<file path="src/rtl/bcd_to_bin.sv">
// Digit-serial signed-magnitude BCD to two's complement converter (reverse double dabble).
// Optional range/digit checking is compiled in with BCD_TO_BIN_RANGE_CHECK_EN.
`ifndef RES_WIDTH
`define RES_WIDTH 16
`endif
`ifndef DECIMAL_DIGITS
`define DECIMAL_DIGITS 5
`endif

module bcd_to_bin #(
  parameter int BIN_WIDTH = `RES_WIDTH,
  parameter int DIGITS    = `DECIMAL_DIGITS
) (
  input  logic                  clk,
  input  logic                  rst,
  input  logic                  flush_i,
  input  logic                  start_i,
  input  logic [DIGITS*4-1:0]   BCD_i,
  input  logic                  sign_i,
  output logic                  ready_o,
  output logic                  done_o,
  output logic [BIN_WIDTH-1:0]  binary_o,
  output logic                  err_o
);

  localparam int CW = (BIN_WIDTH > 1) ? $clog2(BIN_WIDTH) : 1;
  localparam int DW = (DIGITS > 1) ? $clog2(DIGITS) : 1;
  localparam logic [CW-1:0] LAST_SHIFT = CW'(BIN_WIDTH - 1);
  localparam logic [DW-1:0] LAST_DIGIT = DW'(DIGITS - 1);

  localparam logic [4:0] S_IDLE  = 5'b00001;
  localparam logic [4:0] S_SHIFT = 5'b00010;
  localparam logic [4:0] S_DCHK  = 5'b00100;
  localparam logic [4:0] S_SIGN  = 5'b01000;
  localparam logic [4:0] S_DONE  = 5'b10000;

  logic [4:0]           state_q, state_d;
  logic [DIGITS*4-1:0]  bcd_q, bcd_d;
  logic [BIN_WIDTH-1:0] bin_q, bin_d;
  logic                 sgn_q, sgn_d;
  logic [CW-1:0]        loop_q, loop_d;
  logic [DW-1:0]        idx_q, idx_d;
  logic                 done_q, done_d;
  logic [BIN_WIDTH-1:0] binary_q, binary_d;
  logic [3:0]           cur_digit;

  assign cur_digit = bcd_q[{idx_q, 2'b00} +: 4];
  assign ready_o   = (state_q == S_IDLE);
  assign done_o    = done_q;
  assign binary_o  = binary_q;

`ifdef BCD_TO_BIN_RANGE_CHECK_EN
  logic err_q, err_d;
  logic erro_q, erro_d;
  logic bad_digit;
  logic ovf;

  always_comb begin
    bad_digit = 1'b0;
    for (int d = 0; d < DIGITS; d++) begin
      if (BCD_i[d*4 +: 4] > 4'd9) bad_digit = 1'b1;
    end
  end

  // A negative result may reach -2^(W-1); a positive one may not.
  assign ovf = (bcd_q != '0) ||
               (sgn_q ? (bin_q[BIN_WIDTH-1] && (bin_q[BIN_WIDTH-2:0] != '0))
                      : bin_q[BIN_WIDTH-1]);
  assign err_o = erro_q;
`else
  assign err_o = 1'b0;
`endif

  always_comb begin
    state_d  = state_q;
    bcd_d    = bcd_q;
    bin_d    = bin_q;
    sgn_d    = sgn_q;
    loop_d   = loop_q;
    idx_d    = idx_q;
    done_d   = 1'b0;
    binary_d = binary_q;
`ifdef BCD_TO_BIN_RANGE_CHECK_EN
    err_d    = err_q;
    erro_d   = erro_q;
`endif
    case (state_q)
      S_IDLE: begin
        if (start_i) begin
          bcd_d   = BCD_i;
          sgn_d   = sign_i;
          bin_d   = '0;
          loop_d  = '0;
          idx_d   = '0;
          state_d = S_SHIFT;
`ifdef BCD_TO_BIN_RANGE_CHECK_EN
          err_d = bad_digit;
          if (bad_digit) state_d = S_DONE;
`endif
        end
      end
      S_SHIFT: begin
        {bcd_d, bin_d} = {bcd_q, bin_q} >> 1;
        if (loop_q == LAST_SHIFT) begin
          state_d = S_SIGN;
        end else begin
          loop_d  = loop_q + 1'b1;
          idx_d   = '0;
          state_d = S_DCHK;
        end
      end
      S_DCHK: begin
        if (cur_digit >= 4'd8) bcd_d[{idx_q, 2'b00} +: 4] = cur_digit - 4'd3;
        if (idx_q == LAST_DIGIT) state_d = S_SHIFT;
        else                     idx_d   = idx_q + 1'b1;
      end
      S_SIGN: begin
        if (sgn_q) bin_d = ~bin_q + 1'b1;
`ifdef BCD_TO_BIN_RANGE_CHECK_EN
        err_d = ovf;
`endif
        state_d = S_DONE;
      end
      S_DONE: begin
        binary_d = bin_q;
`ifdef BCD_TO_BIN_RANGE_CHECK_EN
        if (err_q) binary_d = '0;
        erro_d = err_q;
`endif
        done_d  = 1'b1;
        state_d = S_IDLE;
      end
      default: state_d = S_IDLE;
    endcase
    if (flush_i && (state_q == S_SHIFT || state_q == S_DCHK || state_q == S_SIGN))
      state_d = S_IDLE;
  end

  always_ff @(posedge clk or negedge rst) begin
    if (!rst) begin
      state_q  <= S_IDLE;
      bcd_q    <= '0;
      bin_q    <= '0;
      sgn_q    <= 1'b0;
      loop_q   <= '0;
      idx_q    <= '0;
      done_q   <= 1'b0;
      binary_q <= '0;
`ifdef BCD_TO_BIN_RANGE_CHECK_EN
      err_q    <= 1'b0;
      erro_q   <= 1'b0;
`endif
    end else begin
      state_q  <= state_d;
      bcd_q    <= bcd_d;
      bin_q    <= bin_d;
      sgn_q    <= sgn_d;
      loop_q   <= loop_d;
      idx_q    <= idx_d;
      done_q   <= done_d;
      binary_q <= binary_d;
`ifdef BCD_TO_BIN_RANGE_CHECK_EN
      err_q    <= err_d;
      erro_q   <= erro_d;
`endif
    end
  end

endmodule

</file>
<file path="config.mk">
export PLATFORM = sky130hd
export DESIGN_NAME = bcd_to_bin
export DESIGN_NICKNAME = d
export VERILOG_FILES = /design/src/rtl/bcd_to_bin.sv
export SDC_FILE = /design/constraint.sdc
export NUM_CORES = 1
export LEC_CHECK = 0
export CORE_MARGIN = 1
export CORE_UTILIZATION = 61
export DETAILED_ROUTE_END_ITERATION = 16
export HOLD_SLACK_MARGIN = 0.15
export PLACE_DENSITY = 0.86
export RECOVER_POWER = 25
export SLEW_MARGIN = 20
export SYNTH_ARGS = -nofsm -noshare
export SYNTH_HDL_FRONTEND = slang
export SYNTH_SLANG_ARGS = --single-unit
</file>
<file path="constraint.sdc">
create_clock -name clk -period 4.5 [get_ports clk]
set_clock_uncertainty 0.1 [all_clocks]
set_input_delay 0.45 -clock clk [delete_from_list [all_inputs] [get_ports clk]]
set_output_delay 0.45 -clock clk [all_outputs]
set_load 0.1 [all_outputs]
</file>
==> reports/metrics.yaml, run 1 <==
run_status:
  status: "complete, no violations"
floorplan:
  die_area_um2: 6620
  ios: 44
  rows: 28
  start_util_pct: 64.2
  die_h_um: 81.4
  core_um2: 5990
  die_w_um: 81.4
yosys:
  yosysWarnings: 0
  yosysSeqAreaShare_pct: 43.0
  async_flop_share_pct: 100
  ys_types: 66
  yosys-top-cells-area: "dfrtp_1 42%, mux2_2 4.1%, o21ai_0 4.0%"
  ys.flop_type: "dfrtp_1"
  ys_seq_elements: 66
  avgSynthCellArea_um2: 9.54
  syn-instance-count: 403
  synth-edff-count: 0
  syn_area_um2: 3840
  synth_top_area_cell: "dfrtp_1"
  postSynthNetCount: 439
  synth_top_area_share_pct: 42.3
setup_path:
  rr_endpoint: "bcd_q[8]$_DFFE_PN0P_"
  path_class: "reg2out"
  crit_end: "ready_o"
  reg2reg_slack_ns: 1.35
  path_cells: "or3_1, or2_2, inv_1, clkdlybuf4s50_1"
  rr_worst_depth: 8
  reg2reg_from: "idx_q[0]$_DFFE_PN0P_"
  cp.arrival_ns: 2.85
  setup.worst_path.start_class: "register"
  cp_slowest_cell: "clkdlybuf4s50_1"
  critPathMaxStageDelay_ns: 1.15
  end_kind: "output pin"
  cp_max_fo: 8
  required_ns: 3.95
  crit_family: "buffers and inverters"
  critPathLaunch: "state_q[3]$_DFFE_PN0P_"
  critical_path_depth: 4
  critical_path_buf_inv_count: 2
power_and_ir_drop:
  irDropWorstVdd_v: 0.000391
  fin_total_pwr_mw: 2.60
  pwr_density_cell_nw_per_um2: 581
  p_leak_nw: 1.96
clock_tree:
  clk_pin_slew_ns: 0.07
  post_cts_buffers: 0
  cts-root-buf: "clkbuf_8"
  ctsHoldBuffers: 0
  numCtsBuffers: 9
  tritoncts: "yes"
  clockBufferDepth: 2
  clock-sinks: 66
  ctsResizeCount: 0
  h-tree-depth: 3
  clk_latency_ns: 0.34
layout:
  final_core_util_pct: 74.9
  final_common_cell: "dfrtp_1"
  drive_gt1_share_pct: 10.7
  fin_nets: 470
  mostFrequentLayoutCells: "65 x dfrtp_1, 41 x clkdlybuf4s50_1, 31 x o21ai_0"
  n_antenna_cell: 0
  syn2layout_area_growth_pct: 16.7
routing:
  wl_per_cell_um: 18.3
  viasPerCell: 6.68
  vias: 3434
  final_antenna_net_count: 0
  firstDrtPassIters: 7
  drc_errors: 0
  totalWireLength_mm: 9.40
  first_iter_violations: 322
global_route:
  grt_remaining_overflow: 0
  antenna_found_initial: 0
  grt_max_degree: 67
  grt_util_all_layers_pct: 31.1
  grt_pass1_vias: 3217
  grt_pass1_wl_mm: 15.5
sta:
  rsz0062_at_grt: "false"
  hold_viol_final: 0
  final.min_clock_period_ns: 3.40
  worst_hold_slack_ns: 0.190
  slew_violations: 0
  finalSetupTns_ns: 0
  max_freq_mhz: 294
  setup_viol: 0
  layout_worst_path_cycle_share_pct: 75.5
  worstMarginPinSlew_ns: 0.977
  max_slew_margin_pct: 34.7
  worst_slack_ns: 1.10
min_path:
  min_path_type: "in2async"
placement:
  port_buffers: 42
  gp_congestion: 0.968
  post-dp-hpwl_mm: 6.42
  dp_slack_ns: 1.48
run:
  drv_cap: 0
synth_stat cells (2+ instances only):
cell type / number
dfrtp_1: 65
o21ai_0: 31
nor2_1: 30
nand2_1: 25
inv_1: 18
nor3_1: 18
clkbuf_1: 17
mux2_2: 14
o2bb2ai_1: 13
a22oi_1: 12
a21oi_1: 11
ha_1: 11
a22o_1: 10
nand3_1: 10
mux2i_1: 6
nand2b_1: 6
a221o_1: 5
a222oi_1: 5
nand4_1: 5
o211ai_1: 5
o31ai_1: 5
a31oi_1: 4
and2_1: 4
and3_1: 4
buf_2: 4
nor2b_1: 4
nor4_1: 4
or3_1: 4
buf_1: 3
o21a_1: 3
o31a_1: 3
or2_2: 3
xnor2_1: 3
nand3b_1: 2
o221ai_1: 2
o22ai_1: 2
or4_1: 2
or4_4: 2
worst min-delay path by stage:
stage                            start                       to  slack, ns  cells after the start
6_report                           rst  binary_o[5]$_DFFE_PN0P_       0.19                      2
2_1_floorplan                      rst     bcd_q[0]$_DFFE_PN0P_       0.05                      0
5_1_grt                            rst  binary_o[8]$_DFFE_PN0P_       0.29                      2
3_3_place_gp   binary_o[0]$_DFFE_PN0P_  binary_o[0]$_DFFE_PN0P_       0.37                      2
3_5_place_dp         sgn_q$_DFFE_PN0P_        sgn_q$_DFFE_PN0P_       0.38                      2
4_1_cts                            rst     bin_q[7]$_DFFE_PN0P_       0.22                      2
flip-flops by register name (all words and copies together) (netlist names):
name and flops:
bcd_q 20, bin_q 16, binary_o 16, done_o 1
idx_q 3, loop_q 4, sgn_q 1, state_q 5
stage by stage:
step / cell area, µm² / instances
final: 4490 / 514
after global routing: 4490 / 514
after CTS: 4490 / 514
after detailed placement: 4270 / 498
after global placement: 4270 / 498
after floorplan: 3840 / 403
metal layers:
metal | global-route usage, % | part of all wire [%] | vias to the layer above
met5 | 0 | 0 | -
met4 | 11.6 | 1.7 | 0
met3 | 4.72 | 7.2 | 17
met2 | 50.5 | 49 | 150
met1 | 41.7 | 42 | 1684
li1 | - | - | 1583
cell type report:
type,count,area [µm²]
fillers,423,1500
inverters,18,67.6
clock inverters,7,93.8
well taps,75,93.8
repair buffers,46,445
flip-flops and latches,66,1650
clock buffers,9,124
multi-input cells,293,2010
power by group:
part	leakage, nW	internal, mW	switching [mW]	total (mW)
clock network	0.105	0.311	0.239	0.550
registers	0.881	0.727	0.146	0.873
logic	0.973	0.438	0.744	1.18
total	1.96	1.48	1.13	2.60
kinds of logic after synthesis:
group                    after synthesis  share of synthesized area (%)
AO/OA/AOI/OAI                        126                           23.9
AND/OR/NAND/NOR                      130                           17.6
flip-flops                            66                           43.0
multiplexers                          21                           6.25
other                                  1                         0.0976
adder cells (fa/ha/maj)               11                           3.58
XOR/XNOR                               4                          0.912
buffers and inverters                 44                           4.72
worst reg2reg max path, delay by kind of cell, from the launching register on:
kind	cells	cell delay (ns)
DFF	1	0.82
AOI/OAI and AO/OA	2	0.30
buffers and inverters	1	0.25
adders and majority gates	2	0.71
and+or+nand+nor	3	0.91
Power figures use the tool's default switching activity.
==> run 2, diff against run 1 <==
--- a/config.mk
+++ b/config.mk
@@ -6,10 +6,10 @@
 export NUM_CORES = 1
 export LEC_CHECK = 0
 export CORE_MARGIN = 1
-export CORE_UTILIZATION = 61
+export CORE_UTILIZATION = 56
 export DETAILED_ROUTE_END_ITERATION = 16
 export HOLD_SLACK_MARGIN = 0.15
-export PLACE_DENSITY = 0.86
+export PLACE_DENSITY = 0.8
 export RECOVER_POWER = 25
 export SLEW_MARGIN = 20
 export SYNTH_ARGS = -nofsm -noshare
==> constraint.sdc (replaced) <==
create_clock -name clk -period 3.4 [get_ports clk]
set_clock_uncertainty 0.1 [all_clocks]
set_input_delay 0.34 -clock clk [delete_from_list [all_inputs] [get_ports clk]]
set_output_delay 0.34 -clock clk [all_outputs]
set_load 0.1 [all_outputs]
==> reports/metrics.yaml, run 2 (synthesis gave the netlist of run 1 again) <==
run_status:
  status: "finished, violations left"
  violations: "design-rule violations"
sta:
  worstMarginPinSlew_ns: 1.21  # +0.238 ns
  slew_violations: 0  # unchanged
  rsz0062_at_grt: "false"
  final.min_clock_period_ns: 2.74
  setup_viol: 0  # unchanged
  finalSetupTns_ns: 0  # unchanged
  max_freq_mhz: 364
  layout_worst_path_cycle_share_pct: 80.7
  hold_viol_final: 0  # unchanged
  max_slew_margin_pct: 19.0  # -16 points
power_and_ir_drop:
  irDropWorstVdd_v: 0.000489  # +25%
  p_leak_nw: 2.00  # +1.9%
  pwr_density_cell_nw_per_um2: 765  # +32%
layout:
  multiInputGateArea_um2: 2010  # unchanged
  syn2layout_area_growth_pct: 18.2
  final_common_cell: "dfrtp_1"
  fin_nets: 476  # +1.3%
  regMostFlops: "bcd_q"
  seq_area_um2: 1650  # unchanged
  n_antenna_cell: 0  # unchanged
  mostFrequentLayoutCells: "65 x dfrtp_1, 40 x clkdlybuf4s50_1, 31 x o21ai_0"
  drive_gt1_share_pct: 11.9  # +1.2 points
  nFillCells: 499  # +18%
  stdcell_count: 522  # +1.6%
  largest_reg_flops: 20  # unchanged
clock_tree:
  cts-root-buf: "clkbuf_8"
  clockBufferDepth: 2  # unchanged
  clk_latency_ns: 0.34  # about the same
  post_cts_buffers: 0  # unchanged
  clk_pin_slew_ns: 0.07  # about the same
  numCtsBuffers: 9  # unchanged
  h-tree-depth: 3  # unchanged
  clock-sinks: 66  # unchanged
  tritoncts: "yes"
routing:
  final_antenna_net_count: 0  # unchanged
  viasPerCell: 6.57  # -1.6%
  vias: 3430  # -0.12%
  first_iter_violations: 230  # -29%
  wl_per_cell_um: 18.1  # -1.0%
  totalWireLength_mm: 9.45  # +0.51%
  drc_errors: 4  # +4
  firstDrtPassIters: 12  # +5
floorplan:
  die_h_um: 84.8  # +4.3%
  core_um2: 6490  # +8.4%
  die_area_um2: 7200  # +8.7%
  start_util_pct: 59.2  # -5.0 points
  ios: 44  # unchanged
  die_w_um: 84.8  # +4.3%
  rows: 29  # +3.6%
global_route:
  grt_pass1_vias: 3263  # +1.4%
  grt_max_degree: 51  # -24%
  grt_remaining_overflow: 0  # unchanged
  grt_pass1_wl_mm: 15.5  # unchanged
  antenna_found_initial: 0  # unchanged
  grt_util_all_layers_pct: 27.9  # -3.2 points
placement:
  dp.cells: 505  # +1.4%
  gp_congestion: 1.00  # +3.6%
  port_buffers: 42  # unchanged
  post-dp-hpwl_mm: 6.81  # +6.1%
setup_path:
  cp.arrival_ns: 2.87  # +0.02 ns
  setup.worst_path.start_class: "register"
  path_class: "reg2reg"
  required_ns: 3.53  # -0.42 ns
  cp_max_fo: 11  # +3
  end_kind: "register"
min_path:
  min_path_type: "reg2reg"
run:
  drv_cap: 0  # unchanged
[run 2: cell count changes in the layout (fill, tap and decap cells not counted)]
| cell | before | now |
|---|---|---|
| buf_2 | 1 | 0 |
| buf_4 | 4 | 10 |
| clkbuf_2 | 0 | 1 |
| clkbuf_8 | 9 | 10 |
| clkdlybuf4s50_1 | 41 | 40 |
| clkinv_2 | 2 | 1 |
| clkinv_4 | 1 | 2 |
| clkinvlp_4 | 2 | 1 |
| dlygate4sd3_1 | 0 | 1 |
[run 2: cell type report]
class | count | share of cell area, %
tap | 77 | 2.12
clock inverter | 6 | 1.98
multi-input combinational | 293 | 44.2
clock buffer | 10 | 3.03
inverter | 18 | 1.49
sequential | 66 | 36.4
timing repair buffer | 52 | 10.8
[run 2: power by group]
| part | internal [mW] | total (mW) | switching [mW] |
|---|---|---|---|
| clock | 0.434 | 0.739 | 0.305 |
| combinational | 0.602 | 1.59 | 0.990 |
| sequential | 0.963 | 1.14 | 0.180 |
[run 2: worst paths after layout]
path                                       from                 endpoint  slack, ns  cells past startpoint
setup / recovery           idx_q[0]$_DFFE_PN0P_     bcd_q[6]$_DFFE_PN0P_       0.66                      8
hold / removal                sgn_q$_DFFE_PN0P_        sgn_q$_DFFE_PN0P_       0.40                      2
setup reg to reg           idx_q[0]$_DFFE_PN0P_     bcd_q[6]$_DFFE_PN0P_       0.66                      8
hold reg to reg               sgn_q$_DFFE_PN0P_        sgn_q$_DFFE_PN0P_       0.40                      2
max in group asynchronous                   rst     bcd_q[0]$_DFFE_PN0P_       1.67                      3
min in group asynchronous                   rst  binary_o[6]$_DFFE_PN0P_       0.69                      2
[run 2: metrics by stage]
step	power, mW	utilization (%)	area (µm²)	worst slack, ns	hold slack, ns
after floorplan	2.28	-	3840	0.910	-0.0556
after global placement	2.68	66.3	4310	0.744	0.364
after detailed placement	2.71	66.3	4310	0.702	0.383
after CTS	3.45	70.0	4540	0.682	0.401
after global routing	3.67	70.0	4540	0.479	0.421
final	3.47	70.0	4540	0.656	0.400
[run 2: routing by layer]
layer / part of all wire [%] / up-vias / track usage (%)
met5: 0 / - / 0
li1: - / 1599 / -
met3: 6.6 / 28 / 5.16
met2: 48 / 156 / 46.0
met1: 43 / 1647 / 35.9
met4: 2.8 / 0 / 12.9
[run 2: what timing repair did]
item                                    CTS  global route
resized for setup                         0             0
hold buffers                              1             0
endpoints found under the setup margin    0             0
endpoints found under the hold margin    22             0
[run 2: worst max-delay path, stage by stage (launching register included)]
cell	delay, ns
dfrtp_1	0.53
buf_4	0.27
mux4_2	0.52
a21oi_1	0.25
inv_1	0.09
ha_1	0.19
xor2_1	0.21
nor2_1	0.10
a221o_1	0.36
==> run 3, diff against run 2 <==
--- a/config.mk
+++ b/config.mk
@@ -6,10 +6,10 @@
 export NUM_CORES = 1
 export LEC_CHECK = 0
 export CORE_MARGIN = 1
-export CORE_UTILIZATION = 56
+export CORE_UTILIZATION = 51
 export DETAILED_ROUTE_END_ITERATION = 16
 export HOLD_SLACK_MARGIN = 0.15
-export PLACE_DENSITY = 0.8
+export PLACE_DENSITY = 0.76
 export RECOVER_POWER = 25
 export SLEW_MARGIN = 20
 export SYNTH_ARGS = -nofsm -noshare
==> constraint.sdc (replaced) <==
create_clock -name clk -period 2.5 [get_ports clk]
set_clock_uncertainty 0.1 [all_clocks]
set_input_delay 0.25 -clock clk [delete_from_list [all_inputs] [get_ports clk]]
set_output_delay 0.25 -clock clk [all_outputs]
set_load 0.1 [all_outputs]
==> reports/metrics.yaml, run 3 (synthesis gave the netlist of run 1 again) <==
run_status:
  status: "finished, violations left"
  violations: "max-capacitance violations, max-slew violations"
global_route:
  grt_pass1_wl_mm: 15.7  # +0.76%
  grt_remaining_overflow: 0  # unchanged
  antenna_found_initial: 0  # unchanged
  grt_pass1_vias: 3258  # -0.15%
  grt_util_all_layers_pct: 26.3  # -1.6 points
  grt_max_degree: 38  # -25%
floorplan:
  core_um2: 7250  # +12%
  die_h_um: 88.8  # +4.7%
  ios: 44  # unchanged
  die_area_um2: 7890  # +9.6%
  die_w_um: 88.8  # +4.7%
  start_util_pct: 53.0  # -6.2 points
  rows: 31  # +6.9%
routing:
  viasPerCell: 6.05  # -7.9%
  final_antenna_net_count: 0  # unchanged
  firstDrtPassIters: 5  # -7
  totalWireLength_mm: 9.80  # +3.7%
  first_iter_violations: 227  # -1.3%
  drc_errors: 0  # -4
  vias: 3442  # +0.35%
  wl_per_cell_um: 17.2  # -4.9%
layout:
  n_antenna_cell: 0  # unchanged
  final_core_util_pct: 65.4  # -4.5 points
  final_common_cell: "dfrtp_1"
  drive_gt1_share_pct: 18.9  # +7.0 points
  largest_reg_flops: 20  # unchanged
  mostFrequentLayoutCells: "65 x dfrtp_1, 42 x buf_4, 31 x o21ai_0"
  fin_nets: 501  # +5.3%
  syn2layout_area_growth_pct: 23.5
  regMostFlops: "bcd_q"
setup_path:
  critPathLaunch: "idx_q[1]$_DFFE_PN0P_"
  cp_max_fo: 11  # unchanged
  cp.arrival_ns: 2.55  # -0.32 ns
  setup.worst_path.start_class: "register"
  cp_slowest_cell: "o31a_1"
  critPathMaxStageDelay_ns: 0.49  # -0.04 ns
  crit_family: "compound AO/OA/AOI/OAI gates"
  critical_path_depth: 6  # -2
  critical_path_buf_inv_count: 1  # -1
  path_cells: "buf_4, nor2b_1, and3_1, o31a_1, o21ai_0, a221o_1"
  path_class: "reg2reg"
  required_ns: 2.63  # -0.90 ns
  end_kind: "register"
  rr_worst_depth: 6  # -2
  reg2reg_from: "idx_q[1]$_DFFE_PN0P_"
power_and_ir_drop:
  pwr_density_cell_nw_per_um2: 1090  # +43%
  irDropWorstVdd_v: 0.000535  # +9.4%
  p_leak_nw: 2.13  # +6.8%
clock_tree:
  h-tree-depth: 3  # unchanged
  numCtsBuffers: 9  # unchanged
  clockBufferDepth: 2  # unchanged
  tritoncts: "yes"
  clock-sinks: 66  # unchanged
  clk_latency_ns: 0.34  # about the same
  clk_pin_slew_ns: 0.08  # about the same
  cts-root-buf: "clkbuf_8"
sta:
  worstMarginPinSlew_ns: 1.81  # +0.595 ns
  layout_worst_path_cycle_share_pct: 96.9  # +16 points
  rsz0062_at_grt: "false"
  slew_violations: 30  # +30
  final.min_clock_period_ns: 2.42  # -0.322 ns
  hold_viol_final: 0  # unchanged
  setup_viol: 0  # unchanged
  max_freq_mhz: 413  # +13%
  max_slew_margin_pct: -20.6  # -40 points
  finalSetupTns_ns: 0  # unchanged
placement:
  port_buffers: 42  # unchanged
  gp_congestion: 0.908  # -9.5%
  post-dp-hpwl_mm: 7.13  # +4.6%
min_path:
  hp-start: "sign_i"
  min_path_type: "in2reg"
  hold_depth: 3  # +1
run:
  drv_cap: 1  # +1
==> run 3: changes by cell type in the layout (fill, tap and decap cells not counted), moves of 2 or more <==
cell             delta
clkdlybuf4s50_1    -17
buf_12              +2
clkbuf_1            +9
buf_4              +32
==> run 3: power breakdown <==
part / internal (mW) / total [mW] / switching (mW)
sequential: 1.31 / 1.55 / 0.237
clock: 0.691 / 1.13 / 0.437
combinational: 1.06 / 2.50 / 1.44
==> run 3: worst paths after layout <==
kind                                      endpoint  slack (ns)
max                          bcd_q[18]$_DFFE_PN0P_        0.08
min                              sgn_q$_DFFE_PN0P_        0.34
max reg2reg                  bcd_q[18]$_DFFE_PN0P_        0.08
min reg2reg                binary_o[0]$_DFFE_PN0P_        0.38
max in group asynchronous    loop_q[2]$_DFFE_PN0P_        0.42
min in group asynchronous  binary_o[7]$_DFFE_PN0P_        0.82
==> run 3: cell type report <==
cell class,instances,area [µm²]
clock buffers,10,138
flip-flops and latches,66,1650
multi-input cells,293,2020
fillers,624,2510
inverters,18,67.6
clock inverters,6,114
well taps,99,124
repair buffers,77,629
==> run 3: layer usage <==
layer / track usage [%] / share of wire, % / up-vias
met5: 0 / 0 / -
met4: 9.09 / 1.3 / 0
met2: 44.9 / 49 / 121
li1: - / - / 1641
met3: 4.38 / 5.5 / 12
met1: 33.8 / 44 / 1668
==> run 3: what timing repair did <==
action / 4_1_cts / 5_1_grt
endpoints found under the hold margin: 28 / 0
endpoints found under the setup margin: 0 / 7
gates resized for setup: 0 / 3
buffers inserted: 0 / 0
hold buffers: 1 / 0
==> run 3: worst register-to-register path, delay by kind of cell (launching register included) <==
| kind | cells | cell delay [ns] |
|---|---|---|
| and+or+nand+nor | 2 | 0.43 |
| buffers and inverters | 1 | 0.19 |
| DFF | 1 | 0.46 |
| AOI/OAI and AO/OA | 3 | 1.12 |
==> run 3: stage by stage <==
step                instance area, µm²  total power, mW  cells  hold WS [ns]  worst slack (ns)
global route                      4750             5.47    569         0.343           0.00499
CTS                               4770             5.15    569         0.334            0.0901
detailed placement                4500             4.01    552         0.260            0.0683
finish                            4750             5.18    569         0.337            0.0775
floorplan                         3840             3.09    403        -0.146           0.00995
global placement                  4500             3.96    552         0.250             0.151
